### config.mk
export PLATFORM = sky130hd
export DESIGN_NAME = sigma_bus_arb2
export DESIGN_NICKNAME = d
export VERILOG_FILES = /design/src/rtl/sigma_bus_arb2.sv
export SDC_FILE = /design/constraint.sdc
export NUM_CORES = 1
export LEC_CHECK = 0
export CAP_MARGIN = 20
export CELL_PAD_IN_SITES_DETAIL_PLACEMENT = 1
export CELL_PAD_IN_SITES_GLOBAL_PLACEMENT = 2
export CORE_MARGIN = 5
export CORE_UTILIZATION = 10
export CTS_CLUSTER_DIAMETER = 200
export DETAILED_ROUTE_END_ITERATION = 6
export MAX_ROUTING_LAYER = met4
export PLACE_DENSITY = 0.93
export REMOVE_ABC_BUFFERS = 1
export SYNTH_ARGS = -nofsm -noshare
export SYNTH_HDL_FRONTEND = slang
export SYNTH_SLANG_ARGS = --single-unit
### constraint.sdc
create_clock -name clk_i -period 6.15 [get_ports clk_i]
set_clock_uncertainty 0.2 [all_clocks]
set_input_delay 1.845 -clock clk_i [delete_from_list [all_inputs] [get_ports clk_i]]
set_output_delay 1.845 -clock clk_i [all_outputs]
set_load 0.1 [all_outputs]
### src/rtl/sigma_bus_arb2.sv
// sigma_bus_arb2: two-master / one-slave round-robin bus arbiter with hold limit and in-order read-response routing.
// Define SIGMA_BUS_ARB_LOCK_EN to add m0_lock_i for atomic CPU read-modify-write sequences.
`timescale 1ns/1ps
module sigma_bus_arb2 #(
    parameter int ADDR_W   = 32,
    parameter int DATA_W   = 32,
    parameter int OUTST    = 4,
    parameter int MAX_HOLD = 8
) (
    input  logic                clk_i,
    input  logic                arst_i,
    input  logic                m0_req_i,
    input  logic                m0_we_i,
    input  logic [ADDR_W-1:0]   m0_addr_i,
    input  logic [DATA_W/8-1:0] m0_be_i,
    input  logic [DATA_W-1:0]   m0_wdata_i,
    output logic                m0_ack_o,
    output logic                m0_resp_o,
    output logic [DATA_W-1:0]   m0_rdata_o,
`ifdef SIGMA_BUS_ARB_LOCK_EN
    input  logic                m0_lock_i,
`endif
    input  logic                m1_req_i,
    input  logic                m1_we_i,
    input  logic [ADDR_W-1:0]   m1_addr_i,
    input  logic [DATA_W/8-1:0] m1_be_i,
    input  logic [DATA_W-1:0]   m1_wdata_i,
    output logic                m1_ack_o,
    output logic                m1_resp_o,
    output logic [DATA_W-1:0]   m1_rdata_o,
    output logic                s_req_o,
    output logic                s_we_o,
    output logic [ADDR_W-1:0]   s_addr_o,
    output logic [DATA_W/8-1:0] s_be_o,
    output logic [DATA_W-1:0]   s_wdata_o,
    input  logic                s_ack_i,
    input  logic                s_resp_i,
    input  logic [DATA_W-1:0]   s_rdata_i
);

    localparam int BE_W   = DATA_W / 8;
    localparam int PTR_W  = $clog2(OUTST);
    localparam int CNT_W  = $clog2(OUTST + 1);
    localparam int HOLD_W = $clog2(MAX_HOLD + 1);
    localparam logic [HOLD_W-1:0] HOLD_MAX = HOLD_W'(MAX_HOLD);

    typedef struct packed {
        logic              we;
        logic [ADDR_W-1:0] addr;
        logic [BE_W-1:0]   be;
        logic [DATA_W-1:0] wdata;
    } cmd_t;

    cmd_t [1:0]        cmd;
    cmd_t              sel;
    logic              prio_q, last_q, last_vld_q;
    logic [HOLD_W-1:0] hold_cnt_q, hold_next;
    logic [OUTST-1:0]  id_mem;
    logic [PTR_W-1:0]  wr_ptr_q, rd_ptr_q;
    logic [CNT_W-1:0]  count_q;
    logic              fifo_full, fifo_empty, can_grant;
    logic              gnt, win, accept, push, pop, resp_vld, head_id;
    logic              m1_block, lock_hold, req1, other_req;

    assign cmd[0] = '{we: m0_we_i, addr: m0_addr_i, be: m0_be_i, wdata: m0_wdata_i};
    assign cmd[1] = '{we: m1_we_i, addr: m1_addr_i, be: m1_be_i, wdata: m1_wdata_i};

`ifdef SIGMA_BUS_ARB_LOCK_EN
    // Lock only bites once master 0 actually owns the bus.
    assign m1_block  = m0_lock_i & last_vld_q & ~last_q;
    assign lock_hold = m0_lock_i & ~win;
`else
    assign m1_block  = 1'b0;
    assign lock_hold = 1'b0;
`endif

    assign fifo_full  = (count_q == CNT_W'(OUTST));
    assign fifo_empty = (count_q == '0);
    // A same-cycle pop frees the slot, so a full FIFO still grants while a response arrives.
    assign can_grant  = ~fifo_full | s_resp_i;
    assign req1       = m1_req_i & ~m1_block;

    // NOTE: every always_comb output gets a default first so no path leaves it unassigned (no latch).
    always_comb begin
        gnt = 1'b0;
        win = 1'b0;
        if (!arst_i && can_grant) begin
            if (m0_req_i && req1) begin
                gnt = 1'b1;
                win = prio_q;
            end else if (m0_req_i) begin
                gnt = 1'b1;
            end else if (req1) begin
                gnt = 1'b1;
                win = 1'b1;
            end
        end
    end

    assign sel       = gnt ? cmd[win] : '0;
    assign s_req_o   = gnt;
    assign s_we_o    = sel.we;
    assign s_addr_o  = sel.addr;
    assign s_be_o    = sel.be;
    assign s_wdata_o = sel.wdata;

    assign accept    = gnt & s_ack_i;
    assign m0_ack_o  = accept & ~win;
    assign m1_ack_o  = accept & win;
    assign push      = accept & ~sel.we;
    assign other_req = win ? m0_req_i : m1_req_i;

    assign hold_next = (last_vld_q && (win == last_q))
                     ? ((hold_cnt_q == HOLD_MAX) ? hold_cnt_q : hold_cnt_q + HOLD_W'(1))
                     : HOLD_W'(1);

    // NOTE: sequential state uses non-blocking assignments so every register samples pre-edge values.
    always_ff @(posedge clk_i or posedge arst_i) begin
        if (arst_i) begin
            prio_q     <= 1'b0;
            last_q     <= 1'b0;
            last_vld_q <= 1'b0;
            hold_cnt_q <= '0;
        end else if (accept) begin
            prio_q     <= ~win;
            last_q     <= win;
            last_vld_q <= 1'b1;
            if (other_req && !lock_hold && hold_next == HOLD_MAX)
                hold_cnt_q <= '0;
            else
                hold_cnt_q <= hold_next;
        end
    end

    assign head_id  = id_mem[rd_ptr_q];
    // Responses with nothing outstanding are dropped rather than underflowing the FIFO.
    assign resp_vld = s_resp_i & ~fifo_empty & ~arst_i;
    assign pop      = resp_vld;

    assign m0_resp_o  = resp_vld & ~head_id;
    assign m1_resp_o  = resp_vld & head_id;
    assign m0_rdata_o = m0_resp_o ? s_rdata_i : '0;
    assign m1_rdata_o = m1_resp_o ? s_rdata_i : '0;

    always_ff @(posedge clk_i or posedge arst_i) begin
        if (arst_i) begin
            wr_ptr_q <= '0;
            rd_ptr_q <= '0;
            count_q  <= '0;
        end else begin
            if (push)
                wr_ptr_q <= wr_ptr_q + PTR_W'(1);
            if (pop)
                rd_ptr_q <= rd_ptr_q + PTR_W'(1);
            case ({push, pop})
                2'b10:   count_q <= count_q + CNT_W'(1);
                2'b01:   count_q <= count_q - CNT_W'(1);
                default: count_q <= count_q;
            endcase
        end
    end

    // NOTE: ID storage is not reset; entries are only read once count_q proves them valid.
    always_ff @(posedge clk_i) begin
        if (push)
            id_mem[wr_ptr_q] <= win;
    end

endmodule

==> flow_summary.toml <==
[sta]
setup_viol = 0
hold_viol_final = 0
min_period_over_period_pct = 95.7
worstMarginPinSlew_ps = 999
clock.fmax_mhz = 170
slew_viol_final = 0
fin_crit_ps = 5880
relSlewSlack_pct = 33.4
worst_slack_ps = 266
rsz0062_at_grt = "false"

[die]
die_y_um = 157
core-area_mm2 = 0.0212
die_w_um = 157
die_area_mm2 = 0.0246
rows = 53
initial_core_util_pct = 10.2
ios = 314

[power]
switching_share_pct = 59.4
power_density_mw_per_mm2 = 269
clkPwrFrac_pct = 6.2
p_leak_uw = 0.00295
peakVddDrop_mv = 0.123
seqPwrFrac_pct = 7.4
p_int_uw = 773
combinationalPowerShare_pct = 86.4
p_sw_uw = 1130

[layout]
syn2layout_area_growth_pct = 229
fin_nets = 873
multi_input_area_mm2 = 0.00167
seqCellArea_um2 = 320
post-route-util_pct = 33.5
final_layout_size_suffix_gt1_share_pct = 23.3
n_fill_cell = 2419

[logic_synthesis]
ys_seq_area_share_pct = 14.9
ys_types = 29
synth_common_cells = "nand2_1 (172), a21oi_1 (69), nor2_1 (36)"
yosysTopAreaCell = "nand2_1"
synth.area.top_cells = "nand2_1 (30%), a21oi_1 (16%), and3_1 (9.3%)"
yosysWarnings = 0
yosysMostFrequentCell = "nand2_1"
yosys_register_bits = 12
synth_area_mm2 = 0.00216
netlist_instances = 398
synth_area_per_cell_um2 = 5.42
synth_top_area_share_pct = 29.9
synth_edf_count = 4
ys.flop_type = "dfrtp_1"
synthArstFlopShare_pct = 66.7

[routing]
wl_per_cell_um = 16.2
dr_wl_met2_um = 8050
postRouteAntennaNets = 0
wl_um = 15700
drt-met1-wl_um = 5910
top_layer = "met4"
drt_iter0_markers = 163
drc = 0
num_vias = 3853
vias_per_cell = 3.98
dr_wl_met3_um = 1620
first_pass_iters = 4

[clocking]
clock-sinks = 12
postCtsHoldBufs = 0
cts_buffers = 3
clkTransAtPathRegs_ps = 40
clk_path_buf_depth = 2
htree_levels = 1
ctsResizeCount = 0
cts_setup_buffers = 0
insertion_delay_ps = 240
clockRootBuffer = "clkbuf_16"
cts_tree = "built"

[worst_setup_path]
path_class = "in2out"
worstSetupEndpointType = "output port"
startpoint_type = "primary input"
crit_fanout = 28
cp.required_ps = 4110
cp.arrival_ps = 3840

[grt]
gr-total-overflow = 0
antenna_found_initial = 2
first_global_vias = 4186
grt_max_degree = 71
grtUsageTotal_pct = 11.9
grt_pass1_wl_um = 22400

[min_path]
hp-class = "reg2reg"

[placed_design]
gp_congestion = 0.821
port_buffers = 313
dp_hpwl_um = 13500
dp_slack_ps = 268

[status]
outcome = "complete, no violations"

[run]
drv_cap = 0
[power by group through the flow]
| stage | clock [uW] | sequential [uW] | combinational [uW] |
|---|---|---|---|
| 6_report | 119 | 141 | 1650 |
| 5_1_grt | 126 | 145 | 1720 |
| 4_1_cts | 122 | 142 | 1670 |
| 3_5_place_dp | 0 | 143 | 1660 |
| 3_3_place_gp | 0 | 139 | 1640 |
| 2_1_floorplan | 0 | 134 | 994 |
[layer usage]
layer  up-vias  track usage (%)
li1       1867                -
met3         7             2.90
met2       245             22.0
met4         0             1.78
met1      1734             13.2
met5         -                -
[layout by cell type, fill, tap and decap left out, types with 2 or more instances in the layout]
master | synthesis | final
a21oi_1 | 69 | 69
xnor2_1 | 3 | 3
clkbuf_16 | 0 | 3
diode_2 | 0 | 2
edfxtp_1 | 4 | 4
and3_1 | 32 | 32
nor2_1 | 36 | 36
buf_12 | 0 | 142
xor2_1 | 3 | 3
buf_4 | 0 | 7
and2_1 | 6 | 5
clkdlybuf4s50_1 | 0 | 175
ha_1 | 5 | 5
nand2_1 | 172 | 171
inv_1 | 8 | 8
dfrtp_1 | 8 | 8
[state kept, by name, indices dropped and copies added (netlist names)]
register,cells
wr_ptr_q,2
count_q,3
prio_q,1
id_mem,4
rd_ptr_q,2
[through the flow]
stage               cells  TNS [ps]  power [uW]  hold WS (ps)  cell area, um^2
floorplan             362   -103140        1130           253             2000
global route          967         0        1990           308             7090
finish                967         0        1910           302             7090
detailed placement    961         0        1810           290             7010
CTS                   965         0        1930           298             7090
global placement      961         0        1780           278             7010
[worst max-delay path: stages]
cell             delay [ps]
clkdlybuf4s50_1         500
nand2b_1                170
and2_2                  480
buf_12                  250
nand2_1                  70
a21oi_1                 280
buf_12                  220
[cell type report]
class	count	area share (%)
timing repair buffer	324	65.5
clock inverter	1	0.0529
inverter	8	0.423
tap	275	4.85
multi-input combinational	342	23.5
clock buffer	3	1.06
sequential	12	4.51
antenna	2	0.0705
[cell families after synthesis]
family	synth area share, %
compound gates	19.0
fa+ha+maj	3.83
mux	2.21
flops	14.9
xor+xnor	2.44
buf+inv	8.42
simple gates	49.3
[worst paths after layout]
path	depth (start not counted)	start	to	slack, ps
worst max-delay path	7	m0_req_i	s_wdata_o[10]	270
worst min-delay path	1	rd_ptr_q[1]	rd_ptr_q[1]	300
worst max register to register	9	prio_q	count_q[1]	3280
worst min register to register	1	rd_ptr_q[1]	rd_ptr_q[1]	300
max in group asynchronous	3	arst_i	count_q[1]	3760
min in group asynchronous	3	arst_i	count_q[2]	1860
Power figures use the tool's default switching activity.
